`src/rtl/alarm_controller.sv`:
```
// Alarm compare and buzzer sequencer: IDLE / RINGING / SNOOZE driven by the 1 Hz Sec_Tick.
// Define ALARM_BEEP_EN for a 1 s on / 1 s off buzzer; otherwise the buzzer is a steady tone.
module alarm_controller #(
  parameter int unsigned SNOOZE_MIN = 5,
  parameter int unsigned RING_SEC   = 60,
  parameter int unsigned MAX_SNOOZE = 3
) (
  input  logic        Clk,
  input  logic        Clr,
  input  logic        Sec_Tick,
  input  logic [1:0]  HR_T,
  input  logic [3:0]  HR_U,
  input  logic [2:0]  MIN_T,
  input  logic [3:0]  MIN_U,
  input  logic        LD_Alm,
  input  logic [1:0]  ALM_HR_T,
  input  logic [3:0]  ALM_HR_U,
  input  logic [2:0]  ALM_MIN_T,
  input  logic [3:0]  ALM_MIN_U,
  input  logic        Alm_En,
  input  logic        Snooze,
  input  logic        Stop,
  output logic        Buzzer,
  output logic        Ringing,
  output logic        Snoozing,
  output logic [12:0] ALM_OUT
);

  localparam logic [9:0] SnzLoad  = 10'(SNOOZE_MIN * 60);
  localparam logic [7:0] RingLast = 8'(RING_SEC - 1);
  localparam logic [2:0] SnzMax   = 3'(MAX_SNOOZE);

  typedef enum logic [1:0] {StIdle, StRinging, StSnooze} state_e;

  state_e      state_q, state_d;
  logic [12:0] alm_q;
  logic        match, match_q, trigger;
  logic [7:0]  ring_cnt_q, ring_cnt_d;
  logic [9:0]  snz_timer_q, snz_timer_d;
  logic [2:0]  snz_cnt_q, snz_cnt_d;
  logic        snooze_ok;

  // Alarm registers; out-of-range digits are kept as-is and simply never match.
  always_ff @(posedge Clk or posedge Clr) begin
    if (Clr) begin
      alm_q <= '0;
    end else if (LD_Alm) begin
      alm_q <= {ALM_HR_T, ALM_HR_U, ALM_MIN_T, ALM_MIN_U};
    end
  end

  assign match = ({HR_T, HR_U, MIN_T, MIN_U} == alm_q);

  // match_q resets high so a time already equal to the alarm at reset is not an edge.
  always_ff @(posedge Clk or posedge Clr) begin
    if (Clr) begin
      match_q <= 1'b1;
    end else begin
      match_q <= match;
    end
  end

  assign trigger   = match & ~match_q & Alm_En;
  assign snooze_ok = Snooze && (snz_cnt_q < SnzMax);

  always_ff @(posedge Clk or posedge Clr) begin
    if (Clr) begin
      state_q     <= StIdle;
      ring_cnt_q  <= '0;
      snz_timer_q <= '0;
      snz_cnt_q   <= '0;
    end else begin
      state_q     <= state_d;
      ring_cnt_q  <= ring_cnt_d;
      snz_timer_q <= snz_timer_d;
      snz_cnt_q   <= snz_cnt_d;
    end
  end

  always_comb begin
    state_d     = state_q;
    ring_cnt_d  = ring_cnt_q;
    snz_timer_d = snz_timer_q;
    snz_cnt_d   = snz_cnt_q;
    unique case (state_q)
      StIdle: begin
        if (trigger) begin
          state_d    = StRinging;
          ring_cnt_d = '0;
          snz_cnt_d  = '0;
        end
      end
      StRinging: begin
        if (Stop || !Alm_En) begin
          state_d = StIdle;
        end else if (snooze_ok) begin
          state_d     = StSnooze;
          snz_timer_d = SnzLoad;
          snz_cnt_d   = snz_cnt_q + 3'd1;
        end else if (Sec_Tick) begin
          if (ring_cnt_q == RingLast) begin
            state_d = StIdle;
          end else begin
            ring_cnt_d = ring_cnt_q + 8'd1;
          end
        end
      end
      StSnooze: begin
        if (Stop || !Alm_En) begin
          state_d = StIdle;
        end else if (Sec_Tick) begin
          if (snz_timer_q == 10'd1) begin
            state_d    = StRinging;
            ring_cnt_d = '0;
          end else begin
            snz_timer_d = snz_timer_q - 10'd1;
          end
        end
      end
      default: begin
        state_d = StIdle;
      end
    endcase
  end

  // Decoded straight from the state flop so Clr silences the outputs without a clock edge.
  assign Ringing  = (state_q == StRinging);
  assign Snoozing = (state_q == StSnooze);
  assign ALM_OUT  = alm_q;

`ifdef ALARM_BEEP_EN
  logic beep_ph_q;

  // Phase restarts on every entry to RINGING so each ring begins with the tone on.
  always_ff @(posedge Clk or posedge Clr) begin
    if (Clr) begin
      beep_ph_q <= 1'b0;
    end else if ((state_d == StRinging) && (state_q != StRinging)) begin
      beep_ph_q <= 1'b0;
    end else if ((state_q == StRinging) && Sec_Tick) begin
      beep_ph_q <= ~beep_ph_q;
    end
  end

  assign Buzzer = Ringing & ~beep_ph_q;
`else
  assign Buzzer = Ringing;
`endif

endmodule

```
`config.mk`:
```
export PLATFORM = sky130hd
export DESIGN_NAME = alarm_controller
export DESIGN_NICKNAME = d
export VERILOG_FILES = /design/src/rtl/alarm_controller.sv
export SDC_FILE = /design/constraint.sdc
export NUM_CORES = 1
export LEC_CHECK = 0
export BUFFER_PORTS_ARGS = -buffer_cell sky130_fd_sc_hd__buf_2
export CORE_MARGIN = 4
export CORE_UTILIZATION = 54
export DETAILED_ROUTE_END_ITERATION = 8
export MAX_ROUTING_LAYER = met4
export PLACE_DENSITY = 0.89
export SETUP_SLACK_MARGIN = 0.15
export SYNTH_ARGS = -nofsm -noshare
export SYNTH_HDL_FRONTEND = slang
export SYNTH_SLANG_ARGS = --single-unit
export TNS_END_PERCENT = 50
```
`constraint.sdc`:
```
create_clock -name Clk -period 2.13 [get_ports Clk]
set_input_delay 0.426 -clock Clk [delete_from_list [all_inputs] [get_ports Clk]]
set_output_delay 0.426 -clock Clk [all_outputs]
set_load 0.05 [all_outputs]
```
==> impl_metrics.csv, run 1 <==
group,metric,value,unit
grt,antenna_found_initial,0,
worst_setup_path,cpPeakStageDelay,510,ps
final_layout,layoutNonFillerInstCount,311,
worst_setup_path,cp-end-kind,"output port",
clocking,cts_inserted_buffers,5,
timing,setup_tns,0,ps
logic_synthesis,seq_area_frac_synth,0.438,
final_layout,drive_above_1_share,0.331,
route,totalWireLength,4.61,mm
worst_setup_path,cp_max_fo,11,
run_status,outcome,"completed",
final_layout,diodes,0,
grt,grt_usage,0.206,
logic_synthesis,synth-main-ff-cell,"dfrtp_1",
die,start_util,0.569,
power,vdd_drop_max,0.000489,V
timing,finalSetupViolCount,0,
die,coreArea,3720,µm²
place,place_area,2420,µm²
worst_setup_path,cp.required,1700,ps
clocking,path_clk_slew,70,ps
logic_synthesis,synthArstFlopShare,1.00,
final_layout,num-nets-final,299,
final_layout,num-fill-cells,313,
clocking,clk_latency,290,ps
die,row_count,22,
logic_synthesis,synth_top_cell_area_share,0.426,
place,post-dp-hpwl,3.53,mm
route,ant_nets,0,
route,drc_errors,0,
timing,slew_headroom,0.689,
logic_synthesis,syn-cell-area,2120,µm²
logic_synthesis,synth_nets,242,
timing,min_period_over_period,0.895,
clocking,holdBufCountCts,0,
worst_hold_path,min_path_type,"primary input to async pin",
worst_setup_path,crit_arrival,1480,ps
logic_synthesis,yosys.area.top_type,"dfrtp_1",
timing,fin_skew,6.26,ps
worst_setup_path,crit_buf_inv,2,
timing,maxSlewViolCount,0,
timing,worstMarginPinSlew,467,ps
place,place.gp.congestion,0.855,
place,placed_cells,300,
clocking,root_buffer,"clkbuf_8",
route,viasPerCell,5.65,
logic_synthesis,syn_inst,205,
timing,max_freq,0.524,GHz
worst_setup_path,critical_path_class,"flop to output port",
logic_synthesis,yosysWarningCount,0,
clocking,h-tree-depth,2,
clocking,clock_tree.buffer_depth,2,
grt,grt_max_degree,38,
logic_synthesis,ys_ff_latch,37,
logic_synthesis,synth_cell_type_count,48,
final_layout,design_area,2530,µm²
worst_setup_path,cp_cell_sequence,"nor2b_1 -> buf_4 -> buf_2",
run,drv_cap,0,
logic_synthesis,synthTopCellsByArea,"dfrtp_1 43%, mux2_2 7.5%, xor2_1 6.2%",
clocking,cts_tree,"done",
worst_setup_path,crit_slowest_cell,"dfrtp_1",
timing,hold_viol,0,
worst_setup_path,startpoint_type,"flop",
route,post_drt_wl_per_cell,14.8,µm
worst_setup_path,critPathTopFamily,"flip-flops",
timing,rsz0062_at_grt,"yes",
die,die_w,70.6,µm
power,power,0.00214,W
power,p_per_area,843,nW/µm²
grt,overflow,0,
die,die_area,4980,µm²
grt,grt_pass1_wl,8.00,mm
die,io_pins,49,
clocking,clock-sinks,37,
timing,layout_min_cycle_time,1910,ps
route,detailedRoute.firstIterationViolations,136,
route,via_count,1756,
logic_synthesis,syn_area_per_cell,10.3,µm²
place,io_buffer_count,48,
grt,grt_pass1_vias,1840,
power,p_leak,1.14,nW
route,drtPass1Iterations,4,
logic_synthesis,synth_edf_count,0,
die,die_y,70.6,µm
final_layout,syn2layout_area_growth,19.8,%
[cells in the mapped netlist, types with 4 or more instances]
cell and count:
ha_1 4, a21oi_1 6, nand2b_1 4, dfrtp_1 36, nor4_1 5, xor2_1 15
nand2_1 10, nand4_1 4, nor2b_1 4, inv_1 14, o21ai_0 13, mux2_2 14
nand3_1 15, nor2_1 8, o31a_1 5
[kinds of logic (layout without fill, tap and decap cells)]
kind of cell,Yosys count,after routing,synth area share
AND/OR/NAND/NOR,70,70,0.196
AO/OA/AOI/OAI,42,42,0.152
flip-flops,37,37,0.438
buffers and inverters,21,79,0.0438
multiplexers,16,16,0.0840
XOR/XNOR,15,15,0.0621
adder cells (fa/ha/maj),4,4,0.0237
[layer usage]
layer / wire (µm) / GRT usage / vias up
li1: - / - / 857
met1: 1970 / 0.255 / 828
met2: 2230 / 0.330 / 59
met3: 292 / 0.0412 / 12
met4: 114 / 0.0898 / 0
met5: 0 / - / -
[worst reg2reg max path: stages (launching register included)]
cell and delay (ps):
dfrtp_1 410, xor2_1 170, nor4_1 400, nand4_1 250
a211oi_4 300, buf_4 170, o22ai_1 70
[final timing paths]
kind	startpoint	to	slack, ps	depth (start not counted)
worst max register to register	ALM_OUT[11]	ring_cnt_q[1]	240	6
worst min-delay path	Clr	snz_timer_q[6]	230	3
worst min register to register	snz_timer_q[8]	snz_timer_q[8]	530	2
worst max-delay path	state_q[0]	Ringing	220	3
min in group Clk	ALM_MIN_U[1]	ALM_OUT[1]	370	2
max in group asynchronous	Clr	match_q	1540	3
[registers in the layout (all words and copies together) (netlist names)]
signal,count
ALM_OUT,13
snz_timer_q,10
ring_cnt_q,8
snz_cnt_q,3
state_q,2
match_q,1
[cell usage in the layout, fill, tap and decap left out, types with 3 or more instances in the layout]
| cell type | synthesis | routed |
|---|---|---|
| or3_1 | 3 | 3 |
| nand2b_1 | 4 | 4 |
| o31a_1 | 5 | 5 |
| inv_1 | 14 | 14 |
| mux2_2 | 14 | 14 |
| dfrtp_1 | 36 | 36 |
| buf_4 | 3 | 9 |
| buf_2 | 2 | 48 |
| nand3_1 | 15 | 15 |
| ha_1 | 4 | 4 |
| o211ai_1 | 3 | 3 |
| clkbuf_1 | 1 | 3 |
| nor2b_1 | 4 | 3 |
| a21oi_1 | 6 | 6 |
| clkbuf_8 | 0 | 5 |
| nor4_1 | 5 | 4 |
| nor2_1 | 8 | 8 |
| o21ai_0 | 13 | 13 |
| xor2_1 | 15 | 15 |
| or4_1 | 3 | 3 |
| nand2_1 | 10 | 10 |
| nand4_1 | 4 | 4 |
[what timing repair did]
action                     4_1_cts  5_1_grt
buffers inserted                 0        3
resized for setup                0        2
setup endpoints to repair        0       17
[cell type report]
type / instances / area (µm²) / share of cell area
Sequential cell: 37 / 927 / 0.366
Inverter: 14 / 52.6 / 0.0207
Multi-Input combinational cell: 147 / 1110 / 0.437
Clock buffer: 8 / 80.1 / 0.0316
Tap cell: 48 / 60.1 / 0.0237
Timing Repair Buffer: 57 / 308 / 0.121
[through the flow]
step / worst slack, ps / util / hold slack [ps]
finish: 223 / 0.682 / 235
global route: 89.6 / 0.682 / 269
CTS: 154 / 0.674 / 249
detailed placement: 39.8 / 0.652 / 513
global placement: 126 / 0.652 / 506
floorplan: 117 / - / 484
[power breakdown]
group	leakage, nW	internal (W)	switching [W]	total [W]
Clock	0.0395	0.000232	0.000229	0.000461
Combinational	0.634	0.000268	0.000355	0.000623
Sequential	0.463	0.000861	0.000190	0.00105
Total	1.14	0.00136	0.000774	0.00214
Note: power is estimated with default switching activity, not from simulation.
==> run 2, diff against run 1 <==
ABC_AREA = 1   (was default)
PLACE_DENSITY = 0.88   (was 0.89)
==> run 2 against run 1 <==
Net effect:
- core utilization is 3.7 points lower
- wire length is 1.3% higher
- sequential cell count stayed put
- via count is 13% higher
- synthesized area is 5.2% higher
- highest routed layer unchanged
==> impl_metrics.csv, run 2 <==
group,metric,value,unit
run_status,outcome,"completed",
timing,maxSlewViolCount,0,
power,power,0.00252,W
die,die_w,72.2,µm
clocking,clk_latency,300,ps
place,place.gp.congestion,0.905,
grt,use_met3,0.0526,
logic_synthesis,syn_inst,291,
logic_synthesis,ys_ff_latch,37,
worst_setup_path,cp_cell_sequence,"inv_2 -> nand2_2 -> inv_2 -> clkbuf_4",
route,detailedRoute.firstIterationViolations,110,
run,drv_cap,0,
clocking,cts_inserted_buffers,5,
logic_synthesis,synth-main-ff-cell,"dfrtp_1",
worst_setup_path,critPathTopFamily,"buffers and inverters",
worst_setup_path,startpoint_type,"flop",
timing,min_period_over_period,0.888,
clocking,clock-sinks,37,
place,place_area,2490,µm²
logic_synthesis,synthAdderAreaFrac,0.0225,
final_layout,final_common_cell,"nand2_1",
timing,finalSetupViolCount,0,
final_layout,largest_reg_flops,13,
place,post-dp-hpwl,3.66,mm
worst_setup_path,crit_arrival,1470,ps
route,viasPerCell,5.07,
grt,met1_usage,0.253,
logic_synthesis,synth_xor_area_frac,0.0354,
final_layout,drive_above_1_share,0.237,
timing,rsz0062_at_grt,"yes",
logic_synthesis,synthMuxAreaShare,0.0202,
final_layout,diodes,0,
worst_hold_path,min_path_type,"primary input to async pin",
grt,overflow,0,
clocking,holdBufCountCts,0,
die,start_util,0.556,
clocking,clock_tree.buffer_depth,2,
final_layout,design_area,2580,µm²
grt,met2_usage,0.333,
clocking,postCtsSetupBuffers,0,
logic_synthesis,synth.most_common_cell,"nand2_1",
grt,grt_max_degree,38,
logic_synthesis,synth_compound_area_frac,0.0939,
route,via_count,1989,
logic_synthesis,yosysWarningCount,0,
final_layout,ff_latch_area,928,µm²
timing,setup_tns,0,ps
logic_synthesis,synth_top_family_by_area,"simple AND/OR/NAND/NOR gates",
worst_setup_path,r2r_end,"ring_cnt_q[4]",
worst_setup_path,crit_buf_inv,3,
place,io_buffer_count,48,
worst_setup_path,r2r_slack,430,ps
clocking,root_buffer,"clkbuf_8",
timing,slew_headroom,0.687,
worst_setup_path,cpPeakStageDelay,430,ps
logic_synthesis,synth_nets,328,
power,p_leak,1.32,nW
logic_synthesis,syn-cell-area,2230,µm²
grt,gr-max-usage-layer,"met2",
clocking,cts_tree,"done",
logic_synthesis,yosys.area.top_type,"dfrtp_1",
route,post_drt_wl_per_cell,11.9,µm
grt,antenna_found_initial,0,
worst_setup_path,cp_max_fo,9,
timing,worstMarginPinSlew,470,ps
die,die_y,72.2,µm
worst_setup_path,worstSetupEndpoint,"Snoozing",
timing,layout_min_cycle_time,1890,ps
grt,grt_pass1_wl,8.20,mm
worst_setup_path,timing.rr.start,"snz_timer_q[1]",
final_layout,syn2layout_area_growth,15.8,%
route,drtPass1Iterations,4,
route,ant_nets,0,
final_layout,final_cell_mix,"90 x nand2_1, 47 x buf_2, 35 x dfrtp_1",
final_layout,num-nets-final,378,
route,drc_errors,0,
worst_setup_path,r2r_cells,9,
timing,hold_viol,0,
clocking,path_clk_slew,70,ps
worst_setup_path,critical_path_class,"flop to output port",
clocking,cts_resized,0,
grt,grt_usage,0.205,
die,row_count,23,
worst_setup_path,worstSetupStartpoint,"state_q[0]",
power,vdd_drop_max,0.000675,V
die,coreArea,4000,µm²
logic_synthesis,synth_top_cell_area_share,0.405,
logic_synthesis,synthTopCellsByCount,"90 x nand2_1, 36 x dfrtp_1, 29 x inv_1, 29 x nor2_1, 19 x nand3_1",
logic_synthesis,synth_simple_gate_area_frac,0.333,
route,totalWireLength,4.67,mm
worst_setup_path,crit_slowest_cell,"dfrtp_1",
logic_synthesis,synth_cell_type_count,31,
die,io_pins,49,
logic_synthesis,synthTopCellsByArea,"dfrtp_1 40%, nand2_1 15%, inv_1 4.9%",
logic_synthesis,synth_edf_count,0,
final_layout,multiInputGateArea,1120,µm²
die,die_area,5210,µm²
clocking,h-tree-depth,2,
power,p_per_area,978,nW/µm²
timing,hold-worst-slack,231,ps
logic_synthesis,synthArstFlopShare,1.00,
timing,max_freq,0.529,GHz
worst_setup_path,cp.required,1700,ps
grt,grt_pass1_vias,1883,
logic_synthesis,syn_area_per_cell,7.65,µm²
worst_setup_path,crit_top_cell,"inv_2",
worst_setup_path,worst-path-stages,4,
logic_synthesis,seq_area_frac_synth,0.417,
worst_setup_path,cp-end-kind,"output port",
final_layout,num-fill-cells,340,
timing,fin_skew,7.89,ps
==> run 2: cell count changes in the layout (fill, tap and decap cells not counted), moves of 4 or more <==
cell,delta
buf_4,-8
inv_1,+15
inv_2,+4
mux2_2,-10
nand2_1,+80
nand2b_1,-4
nand3_1,+4
nor2_1,+21
o21ai_1,+14
o31a_1,-5
xnor2_1,+6
xor2_1,-12
==> run 2: through the flow <==
step                setup slack (ps)  instances  utilization
global route                     142        392        0.644
floorplan                        417        291            -
finish                           238        392        0.644
global placement                 467        384        0.623
CTS                              172        392        0.643
detailed placement               405        384        0.623
==> run 2: how the worst min path moves through the flow <==
stage	to	slack, ps	cells after the start
after global routing	ALM_OUT[4]	270	3
after CTS	ALM_OUT[0]	240	3
after floorplan	ring_cnt_q[3]	460	2
final	ALM_OUT[0]	230	3
after global placement	ring_cnt_q[3]	470	2
after detailed placement	ring_cnt_q[3]	480	2
==> run 2: report_power, final <==
| part | internal [W] | leakage [nW] | switching [W] |
|---|---|---|---|
| Clock | 0.000227 | 0.0450 | 0.000247 |
| Sequential | 0.000837 | 0.467 | 0.000144 |
| Combinational | 0.000326 | 0.812 | 0.000740 |
==> run 2: cell type report <==
class                      instances  area share
inverter                          34      0.0505
tap                               50      0.0243
timing repair buffer              49      0.0971
clock buffer                       6      0.0282
clock inverter                     2     0.00388
sequential                        37       0.360
multi-input combinational        214       0.436
==> run 2: per-layer routing <==
metal	up-vias	wire, µm
met3	8	205
met5	-	0
li1	1028	-
met2	40	2310
met4	0	67
met1	913	2090
==> run 2: logic make-up (layout without fill, tap and decap cells) <==
logic type      count (synthesis)  count (layout)
flops                          37              37
simple gates                  163             163
compound gates                 34              34
buf+inv                        40              91
fa+ha+maj                       4               4
mux                             4               4
xor+xnor                        9               9
==> run 2: worst min-delay path: cells and delay by family <==
kind | cells | cell delay, ps
buffers and inverters | 3 | 540
